--- src/rtl/wb_addsub_initiator.sv ---
// ---------------------------------------------------------------------------
// wb_addsub_initiator
//
// Wishbone classic-cycle initiator for the add/sub responder. It accepts one
// command at a time from a local sequencer. A command is a write of the packed
// operands {a,b}, a read of the result, or both in that order. The command
// finishes by presenting a response. The read data, or 0 when there is no read,
// is held until the sequencer consumes it.
//
// Optional feature: define WB_ADDSUB_INITIATOR_TIMEOUT_EN to add a strobe
// timeout. If no ack arrives within TIMEOUT_CYCLES strobe cycles, the bus
// cycle is abandoned. The response then carries rsp_err_o=1 and 32'hDEAD_0000.
// When the macro is undefined, WR/RD wait indefinitely and rsp_err_o is 0.
//
// Parameters:
//   BASE_ADR        address driven on wbm_adr_o during every bus cycle
//   TIMEOUT_CYCLES  strobe cycles without ack before timeout (>=2, optional)
//
// Ports:
//   wb_clk_i, wb_rst_i       clock, asynchronous active-high reset
//   cmd_valid_i/cmd_ready_o  command handshake (ready only in IDLE)
//   cmd_op_i                 00 write+read, 01 write, 10 read, 11 reserved
//   cmd_a_i, cmd_b_i         16-bit operands, written as {a,b}
//   wbm_*                    Wishbone initiator port (registered outputs)
//   rsp_valid_o/rsp_ready_i  response handshake
//   rsp_data_o, rsp_err_o    captured read data, timeout flag
//   busy_o                   high whenever the FSM is not in IDLE
// ---------------------------------------------------------------------------
module wb_addsub_initiator #(
  parameter logic [31:0] BASE_ADR       = 32'h3000_0000,
  parameter int unsigned TIMEOUT_CYCLES = 16
) (
  input  logic        wb_clk_i,
  input  logic        wb_rst_i,
  input  logic        cmd_valid_i,
  output logic        cmd_ready_o,
  input  logic [1:0]  cmd_op_i,
  input  logic [15:0] cmd_a_i,
  input  logic [15:0] cmd_b_i,
  output logic        wbm_cyc_o,
  output logic        wbm_stb_o,
  output logic        wbm_we_o,
  output logic [3:0]  wbm_sel_o,
  output logic [31:0] wbm_adr_o,
  output logic [31:0] wbm_dat_o,
  input  logic [31:0] wbm_dat_i,
  input  logic        wbm_ack_i,
  output logic        rsp_valid_o,
  input  logic        rsp_ready_i,
  output logic [31:0] rsp_data_o,
  output logic        rsp_err_o,
  output logic        busy_o
);

  typedef enum logic [2:0] {IDLE, WR, GAP, RD, RESP} state_e;

  state_e      state_q, state_d;
  logic [1:0]  op_q, op_d;
  logic [15:0] a_q, a_d;
  logic [15:0] b_q, b_d;
  logic        cyc_q, cyc_d;
  logic        we_q, we_d;
  logic [3:0]  sel_q, sel_d;
  logic [31:0] adr_q, adr_d;
  logic [31:0] dat_q, dat_d;
  logic        rsp_valid_q, rsp_valid_d;
  logic [31:0] rsp_data_q, rsp_data_d;

`ifdef WB_ADDSUB_INITIATOR_TIMEOUT_EN
  // The counter only has to reach TIMEOUT_CYCLES-1. Reaching that value
  // while the strobe is still unacknowledged is the timeout condition.
  localparam int unsigned CNT_W = $clog2(TIMEOUT_CYCLES);
  localparam logic [CNT_W-1:0] CNT_LIMIT = CNT_W'(TIMEOUT_CYCLES - 1);

  logic [CNT_W-1:0] cnt_q, cnt_d;
  logic             rsp_err_q, rsp_err_d;
`endif

  // Next-state and next-output logic. The bus outputs are derived from the
  // next state, so each one is a plain register that changes with the state.
  always_comb begin
    state_d     = state_q;
    op_d        = op_q;
    a_d         = a_q;
    b_d         = b_q;
    rsp_valid_d = rsp_valid_q;
    rsp_data_d  = rsp_data_q;
`ifdef WB_ADDSUB_INITIATOR_TIMEOUT_EN
    rsp_err_d   = rsp_err_q;
`endif

    unique case (state_q)
      IDLE: begin
        if (cmd_valid_i) begin
          op_d = cmd_op_i;
          a_d  = cmd_a_i;
          b_d  = cmd_b_i;
          case (cmd_op_i)
            2'b00, 2'b01: state_d = WR;
            2'b10:        state_d = RD;
            default: begin
              // A reserved op still produces a response, so the sequencer
              // never stalls waiting for it.
              state_d     = RESP;
              rsp_valid_d = 1'b1;
              rsp_data_d  = 32'h0;
            end
          endcase
        end
      end

      WR: begin
        if (wbm_ack_i) begin
          if (op_q == 2'b00) begin
            state_d = GAP;
          end else begin
            state_d     = RESP;
            rsp_valid_d = 1'b1;
            rsp_data_d  = 32'h0;
          end
        end
`ifdef WB_ADDSUB_INITIATOR_TIMEOUT_EN
        else if (cnt_q == CNT_LIMIT) begin
          state_d     = RESP;
          rsp_valid_d = 1'b1;
          rsp_data_d  = 32'hDEAD_0000;
          rsp_err_d   = 1'b1;
        end
`endif
      end

      // One idle bus cycle lets the responder's registered ack fall before
      // the read strobe is raised. Otherwise the stale write ack could end
      // the read early.
      GAP: state_d = RD;

      RD: begin
        if (wbm_ack_i) begin
          state_d     = RESP;
          rsp_valid_d = 1'b1;
          rsp_data_d  = wbm_dat_i;
        end
`ifdef WB_ADDSUB_INITIATOR_TIMEOUT_EN
        else if (cnt_q == CNT_LIMIT) begin
          state_d     = RESP;
          rsp_valid_d = 1'b1;
          rsp_data_d  = 32'hDEAD_0000;
          rsp_err_d   = 1'b1;
        end
`endif
      end

      RESP: begin
        if (rsp_ready_i) begin
          state_d     = IDLE;
          rsp_valid_d = 1'b0;
`ifdef WB_ADDSUB_INITIATOR_TIMEOUT_EN
          rsp_err_d   = 1'b0;
`endif
        end
      end

      default: state_d = IDLE;
    endcase

    cyc_d = (state_d == WR) || (state_d == RD);
    we_d  = (state_d == WR);
    sel_d = cyc_d ? 4'hF : 4'h0;
    adr_d = cyc_d ? BASE_ADR : 32'h0;
    dat_d = we_d ? {a_d, b_d} : 32'h0;

`ifdef WB_ADDSUB_INITIATOR_TIMEOUT_EN
    // The counter restarts on every entry into WR or RD, and it counts
    // while the strobe stays in the same phase without an ack.
    cnt_d = (cyc_d && (state_d == state_q)) ? cnt_q + 1'b1 : '0;
`endif
  end

  always_ff @(posedge wb_clk_i or posedge wb_rst_i) begin
    if (wb_rst_i) begin
      state_q     <= IDLE;
      op_q        <= 2'b00;
      a_q         <= 16'h0;
      b_q         <= 16'h0;
      cyc_q       <= 1'b0;
      we_q        <= 1'b0;
      sel_q       <= 4'h0;
      adr_q       <= 32'h0;
      dat_q       <= 32'h0;
      rsp_valid_q <= 1'b0;
      rsp_data_q  <= 32'h0;
`ifdef WB_ADDSUB_INITIATOR_TIMEOUT_EN
      cnt_q       <= '0;
      rsp_err_q   <= 1'b0;
`endif
    end else begin
      state_q     <= state_d;
      op_q        <= op_d;
      a_q         <= a_d;
      b_q         <= b_d;
      cyc_q       <= cyc_d;
      we_q        <= we_d;
      sel_q       <= sel_d;
      adr_q       <= adr_d;
      dat_q       <= dat_d;
      rsp_valid_q <= rsp_valid_d;
      rsp_data_q  <= rsp_data_d;
`ifdef WB_ADDSUB_INITIATOR_TIMEOUT_EN
      cnt_q       <= cnt_d;
      rsp_err_q   <= rsp_err_d;
`endif
    end
  end

  assign cmd_ready_o = (state_q == IDLE);
  assign busy_o      = (state_q != IDLE);
  assign wbm_cyc_o   = cyc_q;
  assign wbm_stb_o   = cyc_q;
  assign wbm_we_o    = we_q;
  assign wbm_sel_o   = sel_q;
  assign wbm_adr_o   = adr_q;
  assign wbm_dat_o   = dat_q;
  assign rsp_valid_o = rsp_valid_q;
  assign rsp_data_o  = rsp_data_q;
`ifdef WB_ADDSUB_INITIATOR_TIMEOUT_EN
  assign rsp_err_o   = rsp_err_q;
`else
  assign rsp_err_o   = 1'b0;
`endif

endmodule

--- config.mk ---
export PLATFORM = sky130hd
export DESIGN_NAME = wb_addsub_initiator
export DESIGN_NICKNAME = d
export VERILOG_FILES = /design/src/rtl/wb_addsub_initiator.sv
export SDC_FILE = /design/constraint.sdc
export NUM_CORES = 1
export LEC_CHECK = 0
export CORE_MARGIN = 8
export CORE_UTILIZATION = 40
export DETAILED_ROUTE_END_ITERATION = 10
export DONT_BUFFER_PORTS = 1
export PLACE_DENSITY = 0.52
export SYNTH_ARGS = -nofsm -noshare
export SYNTH_HDL_FRONTEND = slang
export SYNTH_SLANG_ARGS = --single-unit
--- constraint.sdc ---
create_clock -name wb_clk_i -period 4.5 [get_ports wb_clk_i]
set_clock_uncertainty 0.1 [all_clocks]
set_input_delay 0.9 -clock wb_clk_i [delete_from_list [all_inputs] [get_ports wb_clk_i]]
set_output_delay 0.9 -clock wb_clk_i [all_outputs]
set_load 0.01 [all_outputs]
==> results.md <==
- Die width: 122 um
- Max-slew violation count: 0
- Top_reg_cell synth: dfrtp_1
- TritonCTS clock tree: yes
- Fin. Hold Viols: 0
- Switching part of the total: 0.364
- Post-CTS Setup Bufs: 0
- Comb pwr share: 0.286
- Post-route setup TNS: 0 ns
- Largest net degree at the start of global routing: 43
- Post-route ant nets: 0
- Leakage: 2.02 nW
- Area leader, netlist: dfrtp_1
- Worst R2R Setup Slack: 1.87 ns
- First-pass GRT wire length: 14500 um
- FF-to-FF End: rsp_data_o[11]
- Sequential Power Share: 0.522
- GRT Util Overall: 0.128
- R2R depth: 4
- Top-count cell post-synth: dfrtp_1
- Worst-Margin Slew: 1.11 ns
- Count of cell types in the netlist: 31
- Seq/Total Area, Yosys: 0.584
- Critical path's slowest cell: or4b_4
- Number of flops mapped to enable cells by yosys: 0
- Core Util, Final: 0.424
- Die Area: 14800 um2
- Clock power share: 0.192
- Post-DP HPWL: 6610 um
- # clock sinks: 104
- WP buf/inv: 1
- Critical Path Stages: 4
- Core ar.: 10800 um2
- Worst-path maximum fanout: 18
- Post-synthesis mux area share: 0.155
- Cell-by-cell trace of the critical path: or4b_4, o22ai_4, buf_4, mux2i_1
- Synth cell count leaders: dfrtp_1, nand2_1, buf_4
- Post-cts sizing count: 0
- Area contributors post-synth: dfrtp_1, mux2_2, mux2i_1, buf_4, nor3b_1
- Ant diodes: 0
- Synth Area in Adders: 0
- DRC viols: 0
- CTS Hold Bufs: 0
- Rel. slew slack: 0.263
- Final period util: 0.584
- Vias in the first global route: 2543
- CP arrival: 2.82 ns
- Post-Syn Area: 4450 um2
- Area share of and/or/nand/nor cells after synthesis: 0.121
- H-tree Lvls: 3
- Finished Layout Cells: 489
- Placer Congestion: 0.717
- Worst path required time: 4.69 ns
- Starting Density: 0.411
- DRT Wirelength: 9390 um
- Dpl cells: 473
- CP startpoint kind: flip-flop
- WS Path Type: flip-flop to flip-flop
- # nets final: 415
- Max Cap Viol: 0
- Synth Area in XOR/XNOR: 0
- Iter 0 DRT Violations: 172
- Share of cells above drive strength 1: 0.195
- Syn. warnings: 0
- Min-delay worst type: primary input to asynchronous set/reset pin
- Ports: 178
- Antenna violations before repair: 2
- Fmax: 380 MHz
- FF+latch count, synth: 104
- Critical path capture point type: flip-flop
- Gate Count Post-Synth: 355
- Syn avg cell area: 12.5 um2
- Crit path max-delay family: simple AND/OR/NAND/NOR gates
- Power per cell area: 687 nW/um2
- Slowest Stage Delay on Critical Path: 0.62 ns
- Sw Pwr: 1.15 mW
- Total gr overflow: 0
- RSZ-0062 raised after global routing: no
- Asr flop ratio synth: 1.00
- Synth Area in Compound Gates: 0.0160
- Routed WL per cell: 19.2 um
- Synth-to-layout area growth: 3.26%
- Min cycle time layout: 2.63 ns
- Status: complete, no violations
- Worst R2R Start: state_q[0]
- Num rows: 38
- Port Buf Inserts: 0
- Largest family of logic cells by synthesized area: multiplexers
- Clk root buf: clkbuf_8
- # setup viols final: 0
- DR vias: 2307
- Clk_lat worst skew: 0.36 ns
- Die Y: 122 um
- Clock Path Buffers: 2
- Vias per cell: 4.72
- TritonCTS Buffers: 9
- Drt first pass iters: 4
- Internal power: 2.01 mW
- Worst vdd ir: 0.239 mV
- Reg clk slew, reported paths: 0.10 ns
- Share of the synthesized area in the top cell type: 0.584
-- through the flow --
| step | worst slack [ns] | cell area (um2) | hold slack [ns] | power (mW) |
|---|---|---|---|---|
| after global routing | 1.74 | 4600 | 0.370 | 3.40 |
| after floorplan | 0.768 | 4570 | 0.345 | 2.46 |
| final | 1.87 | 4600 | 0.342 | 3.16 |
| after detailed placement | 1.64 | 4390 | 0.372 | 2.60 |
| after CTS | 1.83 | 4600 | 0.350 | 3.22 |
| after global placement | 1.71 | 4390 | 0.374 | 2.57 |
-- power groups by stage --
stage | clock network (mW) | logic [mW] | registers [mW]
2_1_floorplan | 0 | 0.912 | 1.55
3_3_place_gp | 0 | 0.897 | 1.68
3_5_place_dp | 0 | 0.924 | 1.68
4_1_cts | 0.639 | 0.924 | 1.66
5_1_grt | 0.672 | 1.02 | 1.70
6_report | 0.607 | 0.904 | 1.65
-- layout by cell type, fill, tap and decap left out, types with 3 or more instances in the layout --
master / Yosys / layout
buf_4: 38 / 5
nor3b_2: 7 / 7
nor3b_1: 25 / 25
conb_1: 1 / 31
mux2_2: 32 / 32
inv_6: 0 / 3
nand2_1: 40 / 40
clkbuf_8: 0 / 9
mux2i_1: 33 / 33
inv_1: 36 / 35
dfrtp_1: 104 / 104
-- registers in the layout (all words and copies together), names as in the netlist --
register	cells
rsp_data_o	32
wbm_dat_o	32
a_q	16
b_q	16
state_q	3
op_q	2
rsp_valid_o	1
wbm_sel_o	1
wbm_we_o	1
-- worst max-delay path by stage --
| stage | to | slack [ns] | startpoint |
|---|---|---|---|
| 4_1_cts | rsp_data_o[11] | 1.83 | state_q[0] |
| 6_report | rsp_data_o[11] | 1.87 | state_q[0] |
| 5_1_grt | rsp_data_o[7] | 1.74 | state_q[0] |
| 2_1_floorplan | a_q[0] | 0.77 | wb_rst_i |
| 3_3_place_gp | rsp_data_o[11] | 1.71 | cmd_valid_i |
| 3_5_place_dp | rsp_data_o[11] | 1.64 | cmd_valid_i |
-- routing by layer --
metal	track usage	vias up	routed length, um
met4	0.0347	4	88
met3	0.0828	13	1280
met5	0	-	23
li1	-	1056	-
met2	0.210	95	4570
met1	0.133	1139	3430
-- kinds of logic after synthesis --
logic type | after synthesis
AOI/OAI and AO/OA | 8
and+or+nand+nor | 84
buffers and inverters | 93
other | 1
DFF | 104
muxes | 65
-- worst reg2reg max path: cells and delay by family, from the launching register on --
kind	cells	cell delay, ns
buffers and inverters	1	0.43
DFF	1	0.57
muxes	1	0.25
AOI/OAI and AO/OA	1	0.58
and+or+nand+nor	1	0.62
-- area by class of cell --
| type | count | area, um2 |
|---|---|---|
| clock buffers | 9 | 124 |
| fillers | 1047 | 6240 |
| repair buffers | 5 | 37.5 |
| clock inverters | 7 | 85.1 |
| multi-input cells | 188 | 1440 |
| flip-flops and latches | 104 | 2600 |
| inverters | 36 | 138 |
| well taps | 140 | 175 |
(Power assumes the default switching activity.)
